===== config.mk =====
export PLATFORM = sky130hd
export DESIGN_NAME = nibble_serial_adder_ctrl
export DESIGN_NICKNAME = d
export VERILOG_FILES = /design/src/rtl/nibble_serial_adder_ctrl_pkg.sv /design/src/rtl/nibble_serial_adder_ctrl_adder_slice.sv /design/src/rtl/nibble_serial_adder_ctrl.sv
export SDC_FILE = /design/constraint.sdc
export NUM_CORES = 1
export LEC_CHECK = 0
export BUFFER_PORTS_ARGS = -buffer_cell sky130_fd_sc_hd__buf_2
export CAP_MARGIN = 5
export CORE_ASPECT_RATIO = 1.25
export CORE_UTILIZATION = 30
export DETAILED_ROUTE_END_ITERATION = 16
export GPL_ROUTABILITY_DRIVEN = 0
export PLACE_DENSITY = 0.5
export SYNTH_ARGS = -nofsm -noshare
export SYNTH_HDL_FRONTEND = slang
export SYNTH_SLANG_ARGS = --single-unit

===== constraint.sdc =====
create_clock -name clk -period 5.35 [get_ports clk]
set_clock_uncertainty 0.05 [all_clocks]
set_input_delay 0.535 -clock clk [delete_from_list [all_inputs] [get_ports clk]]
set_output_delay 0.535 -clock clk [all_outputs]
set_load 0.01 [all_outputs]

===== src/rtl/nibble_serial_adder_ctrl_pkg.sv =====
// Shared definitions for the nibble-serial adder: slice width, FSM encoding and sizing helper.
package nibble_serial_adder_ctrl_pkg;

  localparam int SLICE_W = 4;

  typedef enum logic [1:0] {
    IDLE = 2'd0,
    RUN  = 2'd1,
    DONE = 2'd2
  } state_t;

  // Index register width: clog2 of the step count, never narrower than one bit.
  function automatic int idx_width(input int nslice);
    return (nslice > 1) ? $clog2(nslice) : 1;
  endfunction

endpackage


===== src/rtl/nibble_serial_adder_ctrl_adder_slice.sv =====
// One 4-bit ripple-carry slice built from explicit full-adder gate equations.
module adder_slice_4bit
  import nibble_serial_adder_ctrl_pkg::*;
(
  input  logic [SLICE_W-1:0] a,
  input  logic [SLICE_W-1:0] b,
  input  logic               cin,
  output logic [SLICE_W-1:0] sum,
  output logic               cout
);

  logic [SLICE_W:0] c;

  assign c[0] = cin;

  for (genvar i = 0; i < SLICE_W; i++) begin : g_fa
    assign sum[i]   = a[i] ^ b[i] ^ c[i];
    assign c[i + 1] = (a[i] & b[i]) | (c[i] & (a[i] ^ b[i]));
  end

  assign cout = c[SLICE_W];

endmodule


===== src/rtl/nibble_serial_adder_ctrl.sv =====
// Sequencer that adds WIDTH-bit operands one nibble per clock, LSB first, on a single shared slice.
module nibble_serial_adder_ctrl
  import nibble_serial_adder_ctrl_pkg::*;
#(
  parameter int WIDTH = 16
) (
  input  logic             clk,
  input  logic             rst_n,
  input  logic             in_valid,
  output logic             in_ready,
  input  logic [WIDTH-1:0] a,
  input  logic [WIDTH-1:0] b,
  input  logic             cin,
  output logic             out_valid,
  input  logic             out_ready,
  output logic [WIDTH-1:0] sum,
  output logic             cout,
  output logic             busy
);

  localparam int NSLICE = WIDTH / SLICE_W;
  localparam int IDX_W  = idx_width(NSLICE);
  localparam logic [IDX_W-1:0] LAST_IDX = IDX_W'(NSLICE - 1);

  // Handshakes: a transfer happens on a rising edge where valid && ready.
  // in_ready is high only in IDLE, out_valid only in DONE; both are pure state
  // decodes, and sum/cout hold steady for as long as out_valid waits on out_ready.

  state_t state;
  state_t state_next;

  logic [WIDTH-1:0]   a_q;
  logic [WIDTH-1:0]   b_q;
  logic               carry;
  logic [IDX_W-1:0]   idx;
  logic [SLICE_W-1:0] a_nib;
  logic [SLICE_W-1:0] b_nib;
  logic [SLICE_W-1:0] s_nib;
  logic               c_nib;
  logic               last_step;

  assign last_step = (idx == LAST_IDX);

  always_ff @(posedge clk or negedge rst_n) begin
    if (!rst_n) state <= IDLE;
    else        state <= state_next;
  end

  always_comb begin
    state_next = state;
    case (state)
      IDLE:    if (in_valid)  state_next = RUN;
      RUN:     if (last_step) state_next = DONE;
      DONE:    if (out_ready) state_next = IDLE;
      default: state_next = IDLE;
    endcase
  end

  always_comb begin
    in_ready  = (state == IDLE);
    out_valid = (state == DONE);
    busy      = (state == RUN) || (state == DONE);
  end

  // Select the active nibble of each operand for the shared slice.
  always_comb begin
    a_nib = '0;
    b_nib = '0;
    for (int k = 0; k < NSLICE; k++) begin
      if (idx == IDX_W'(k)) begin
        a_nib = a_q[k*SLICE_W +: SLICE_W];
        b_nib = b_q[k*SLICE_W +: SLICE_W];
      end
    end
  end

  adder_slice_4bit u_slice (
    .a    (a_nib),
    .b    (b_nib),
    .cin  (carry),
    .sum  (s_nib),
    .cout (c_nib)
  );

  always_ff @(posedge clk or negedge rst_n) begin
    if (!rst_n) begin
      a_q   <= '0;
      b_q   <= '0;
      carry <= 1'b0;
      idx   <= '0;
      sum   <= '0;
      cout  <= 1'b0;
    end else begin
      case (state)
        IDLE: begin
          if (in_valid) begin
            a_q   <= a;
            b_q   <= b;
            carry <= cin;
            idx   <= '0;
            sum   <= '0;
          end
        end
        RUN: begin
          for (int k = 0; k < NSLICE; k++) begin
            if (idx == IDX_W'(k)) sum[k*SLICE_W +: SLICE_W] <= s_nib;
          end
          carry <= c_nib;
          // idx parks on the last step instead of wrapping.
          if (last_step) cout <= c_nib;
          else           idx  <= idx + 1'b1;
        end
        default: ;
      endcase
    end
  end

endmodule


Word level (Yosys, flattened, before mapping). Cells that the tools add are included. Widths: inputs -> output; s select.

Reductions and logical operators: 13. Bitwise logic cells: 20. Equality and inequality tests: 12. Shifts and indexed selects: 0. Divide/modulo/power cells: 0. $add $sub $neg: 1. Multiplexer cells: 23. Magnitude comparators: 0. Multipliers: 0.

Operators with widths (number): $mux 4 (12); $pmux 16 s2 (1); $reduce_and 3->1 (6); $mux 16 (1); $mux 2 (5); $and 1x1->1 (8); $ne 2x1->1 const B (4); $xor 1x1->1 (8); $eq 2x2->1 const B (3); $ne 2x2->1 const B (3); $pmux 2 s3 (1); $reduce_and 2->1 (3); $eq 2x1->1 const B (2); $logic_not 2->1 (2); $or 1x1->1 (4); $pmux 2 s2 (1); $add 2x1->2 const B (1); $pmux 1 s2 (1); $reduce_bool 2->1 (1); $logic_or 1x1->1 (1); $mux 1 (1).

Register bits after elaboration: 54. Memories kept: 0. Bits in writable memories: 0. Latch bits: 0. Logic and storage cells: 79. Bits in read-only memories: 0.

Longest topological paths before layout.
Word-level depth: 15. Mapped depth: 14.

Modules after synthesis. A second synthesis with hierarchy kept.

Cell total of the unflattened synthesis: 246. Area, all modules: 2803.9 sq um.

By module, submodules not included: nibble_serial_adder_ctrl (times used 1, seq. area each 1351.3 sq um, area each 2686.3 sq um, cells an instance 232); adder_slice_4bit (times used 1, seq. area each 0.0 sq um, area each 117.6 sq um, cells an instance 14).

Worst setup path before layout. OpenSTA, ideal clock, no wires.

Path type: reg-to-reg. Start: reg idx[0]. End: reg sum[15]. Cell stages (with the launch flop): 14. Clock period less this slack: 3.212 ns. Required time: 5.170 ns. Path buffers: 1. Arrival: 3.032 ns. Setup slack: 2.138 ns. Cells stage by stage: dfrtp_1 -> inv_1 -> ha_1 -> clkbuf_1 -> a21oi_1 -> a22o_1 -> fa_1 -> inv_1 -> fa_1 -> inv_1 -> fa_1 -> fa_1 -> a31oi_1 -> o2bb2ai_1.

Longest elaborated chain between the ends: 15. Elaborated cells between the ends (all ways): 30.

Ends and longest elaborated chain: from (decl) (RTL line nibble_serial_adder_ctrl.sv:35) `logic [IDX_W-1:0] idx;`; from (signal assigned) (RTL line nibble_serial_adder_ctrl.sv:111) `else idx <= idx + 1'b1;`; $logic_not 2->1 (RTL line nibble_serial_adder_ctrl.sv:70) `if (idx == IDX_W'(k)) begin`; $mux 4 (4 in series) (RTL line nibble_serial_adder_ctrl.sv:70); $xor 1x1->1 (RTL line nibble_serial_adder_ctrl_adder_slice.sv:18) `assign c[i + 1] = (a[i] & b[i]) | (c[i] & (a[i] ^ b[i]));`; $and 1x1->1 (RTL line nibble_serial_adder_ctrl_adder_slice.sv:18); $or 1x1->1 (RTL line nibble_serial_adder_ctrl_adder_slice.sv:18); $and 1x1->1 (RTL line nibble_serial_adder_ctrl_adder_slice.sv:18); $or 1x1->1 (RTL line nibble_serial_adder_ctrl_adder_slice.sv:18); $and 1x1->1 (RTL line nibble_serial_adder_ctrl_adder_slice.sv:18); $or 1x1->1 (RTL line nibble_serial_adder_ctrl_adder_slice.sv:18); $xor 1x1->1 (RTL line nibble_serial_adder_ctrl_adder_slice.sv:17) `assign sum[i] = a[i] ^ b[i] ^ c[i];`; $mux 4 (RTL line nibble_serial_adder_ctrl.sv:106) `if (idx == IDX_W'(k)) sum[k*SLICE_W +: SLICE_W] <= s_nib;`; $pmux 16 s2 (RTL line nibble_serial_adder_ctrl.sv:94) `case (state)`; to (signal, indexed assignment) (RTL line nibble_serial_adder_ctrl.sv:106); to (decl) (RTL line nibble_serial_adder_ctrl.sv:16) `output logic [WIDTH-1:0] sum,`.

Several ways; a longest one is shown, not always the timed one. The select of a mux whose other input is x is not followed. A chain may end at the register's enable or synchronous reset.

Worst setup path after layout.
Start: reg idx[0]. End: reg sum[3].

Longest elaborated chain between the ends: 15. Elaborated cells between the ends (all ways): 30.

Ends and longest elaborated chain (RTL line): $logic_not 2->1 (nibble_serial_adder_ctrl.sv:70, nibble_serial_adder_ctrl.sv:106); $mux 4 (4 in series) (nibble_serial_adder_ctrl.sv:70); $xor 1x1->1 (nibble_serial_adder_ctrl_adder_slice.sv:18); $and 1x1->1 (nibble_serial_adder_ctrl_adder_slice.sv:18); $or 1x1->1 (nibble_serial_adder_ctrl_adder_slice.sv:18); $and 1x1->1 (nibble_serial_adder_ctrl_adder_slice.sv:18); $or 1x1->1 (nibble_serial_adder_ctrl_adder_slice.sv:18); $and 1x1->1 (nibble_serial_adder_ctrl_adder_slice.sv:18); $or 1x1->1 (nibble_serial_adder_ctrl_adder_slice.sv:18); $xor 1x1->1 (nibble_serial_adder_ctrl_adder_slice.sv:17); $mux 4 (nibble_serial_adder_ctrl.sv:106); $pmux 16 s2 (nibble_serial_adder_ctrl.sv:94).

Several ways; a longest one is shown, not always the timed one. The select of a mux whose other input is x is not followed.

==> qor.txt <==
Status: finished clean
Vias in the first global route: 2,009
Max-cap violation count: 0
PD cells: 663 nW/um^2
Clock sinks: 54
Synth Instances: 241
Post-synth ARST share: 1.00
Buf/Inv on CP: 3
Drt total wl: 6130 microns
Beginning of the critical path: idx[0]$_DFFE_PN0P_
Top cells by area, synth: dfrtp_1 49%, mux2_2 14%, nor2b_1 3.9%
Layout Cells excl Fill: 411
Cell Area, Synth: 2730 sq um
Leakage: 1.47 nW
Crit end category: flop
Largest net degree at the start of global routing: 55
Clock H-tree levels: 2
Placed Cells: 403
Max frequency: 271 MHz
Area Overhead vs Synth: 17.5%
Die Width: 87.4 microns
Die H: 109 microns
Worst rel slew slack: 0.330
Hold slack: 0.292 ns
Slew Limit Fails: 0
Total CTS buffers: 5
Top_reg_cell synth: dfrtp_1
CTS Hold Buffers Added: 0
Family with the most delay on the worst path: adder cells
Design Area, Final: 3210 sq um
RSZ-0062 raised after global routing: false
TritonCTS clock tree: yes
Sequential-to-total area share from yosys stat: 0.495
Via count: 1,972
FP Rows: 38
Worst R2R Start: idx[0]$_DFFE_PN0P_
Final Hold Fails: 0
Synth Area in Adders: 0.0614
Layout cell share with drive strength beyond 1: 0.344
Core area: 8750 sq um
Antenna violations before repair: 0
Clock Path Buffers: 2
DRT iter0 DRCs: 110
Critical path class: reg2reg
Worst Path Max Fanout: 24
Clock slew at reported path FFs: 0.09 ns
Post-Synth Simple-Gate Area: 0.0815
Initial core utilization: 0.312
Yosys Warn Count: 0
Dpl ws: 1.72 ns
Req. time, crit path: 5.48 ns
Peak supply drop: 0.204 mV
Number of distinct library cells after synthesis: 26
IO Count: 57
Grt ovf: 0
Main combinational cell family by area after synthesis: compound AO/OA/AOI/OAI gates
Vias per inst: 4.80
Syn_nets: 289
Mean area per synthesized cell: 11.3 sq um
Worst r2r dst: sum[3]$_DFFE_PN0P_
Avg WL per Cell: 14.9 microns
DR pass1 iterations: 4
Min-delay worst type: in2async
Share of the synthesized area in the top cell type: 0.495
Worst skew pair latency: 0.31 ns
Post-synthesis mux area share: 0.136
Post-Synth XOR/XNOR Area: 0
Min Tclk post-route: 3.69 ns
CP Data Arrival Time: 3.82 ns
Setup ws final: 1.66 ns
CP Depth: 12
Setup TNS: 0 ns
CTS resizes: 0
# port buffers: 56
Worst-Margin Slew: 1.01 ns
CP max-delay cell: ha_1
Setup violators final: 0
Crit-path most repeated cell: fa_1
Postcts setup bufs: 0
Compound-Gate Fraction of Synth Area: 0.175
Number of flops mapped to enable cells by yosys: 0
Reg-to-reg slack, setup: 1.66 ns
Final Cycle Share: 0.690
Slowest stage delay, CP: 0.72 ns
Post-synthesis register bit count: 54
# diodes: 0
Root Buffer: clkbuf_8
Cell taking the most area after synthesis: dfrtp_1
Post-DRT Antenna Nets: 0
Global Route Usage Sum: 0.140
DP Wirelength: 4290 microns
NumNets Final: 338
R2R depth: 12
# DRC: 0
Crit start category: flop
Placed Area: 3100 sq um
Die ar.: 9500 sq um
Cell Chain, Critical Path: inv_1 -> ha_1 -> a21oi_1 -> a22o_1 -> fa_1 -> inv_1 -> fa_1 -> inv_1 -> fa_1 -> fa_1 -> a31oi_1 -> o2bb2ai_1
First-pass GRT wire length: 10,100 microns
[where the power goes]
group | total (W) | internal, W | switching, W
Clock | 0.000274 | 0.000140 | 0.000134
Sequential | 0.000718 | 0.000596 | 0.000122
Combinational | 0.00114 | 0.000522 | 0.000617
Total | 0.00213 | 0.00126 | 0.000873
[cells in the mapped netlist, types with 2 or more instances]
master / number
dfrtp_1: 54
mux2_2: 33
inv_1: 17
nor2b_1: 17
a31oi_1: 16
nand2_1: 13
o2bb2ai_1: 12
a21oi_1: 11
a22o_1: 9
nand2b_1: 8
buf_2: 7
ha_1: 7
o21ai_0: 7
clkbuf_1: 6
fa_1: 4
o22ai_1: 4
a221oi_1: 3
o31ai_1: 3
a22oi_1: 2
buf_4: 2
[per-layer routing]
metal  global-route usage  routed length (microns)  vias up
met5                    0                        0        -
met1                0.183                     2770      957
met3               0.0280                      275        9
met4               0.0468                       98        0
met2                0.232                     2980       53
li1                     -                        -      953
[layout make-up]
type                            instances  area (sq um)
Clock inverter                          2          37.5
Clock buffer                            6          72.6
Timing Repair Buffer                   58           295
Inverter                               17          63.8
Sequential cell                        54          1350
Tap cell                              120           150
Fill cell                             937          5540
Multi-Input combinational cell        154          1240
[logic make-up (layout without fill, tap and decap cells)]
logic type      Yosys count  after routing
fa+ha+maj                11             11
buf+inv                  33             83
simple gates             41             41
compound gates           69             69
flops                    54             54
mux                      33             33
[cell usage in the layout, fill, tap and decap left out, types with 2 or more instances in the layout]
cell type and n:
buf_2 56, dfrtp_1 54, mux2_2 33, inv_1 17
nor2b_1 17, a31oi_1 16, nand2_1 13, o2bb2ai_1 12
a21oi_1 11, a22o_1 9, nand2b_1 8, o21ai_0 7
ha_1 7, clkbuf_8 5, o22ai_1 4, fa_1 4
a221oi_1 3, o31ai_1 3, a22oi_1 2, buf_4 2
[state kept, by name, indices dropped and copies added (netlist names)]
| signal | flops |
|---|---|
| a_q | 16 |
| b_q | 16 |
| sum | 16 |
| idx | 2 |
| state | 2 |
| carry | 1 |
| cout | 1 |
[worst max path at each step]
stage                          end
5_1_grt         sum[7]$_DFFE_PN0P_
3_5_place_dp   sum[11]$_DFFE_PN0P_
2_1_floorplan  sum[15]$_DFFE_PN0P_
3_3_place_gp   sum[11]$_DFFE_PN0P_
6_report        sum[3]$_DFFE_PN0P_
4_1_cts        sum[15]$_DFFE_PN0P_
[through the flow]
stage | utilization | total power, W
after global routing | 0.367 | 0.00232
after CTS | 0.367 | 0.00216
after global placement | 0.355 | 0.00187
after floorplan | - | 0.00156
final | 0.367 | 0.00213
after detailed placement | 0.355 | 0.00188
[worst reg2reg max path, cell delays in order (launching register included)]
cell and delay, ns:
dfrtp_1 0.44, inv_1 0.10, ha_1 0.72, a21oi_1 0.14
a22o_1 0.26, fa_1 0.38, inv_1 0.08, fa_1 0.16
inv_1 0.05, fa_1 0.38, fa_1 0.51, a31oi_1 0.21
o2bb2ai_1 0.10
No activity file was read; power rests on OpenSTA's default activity.
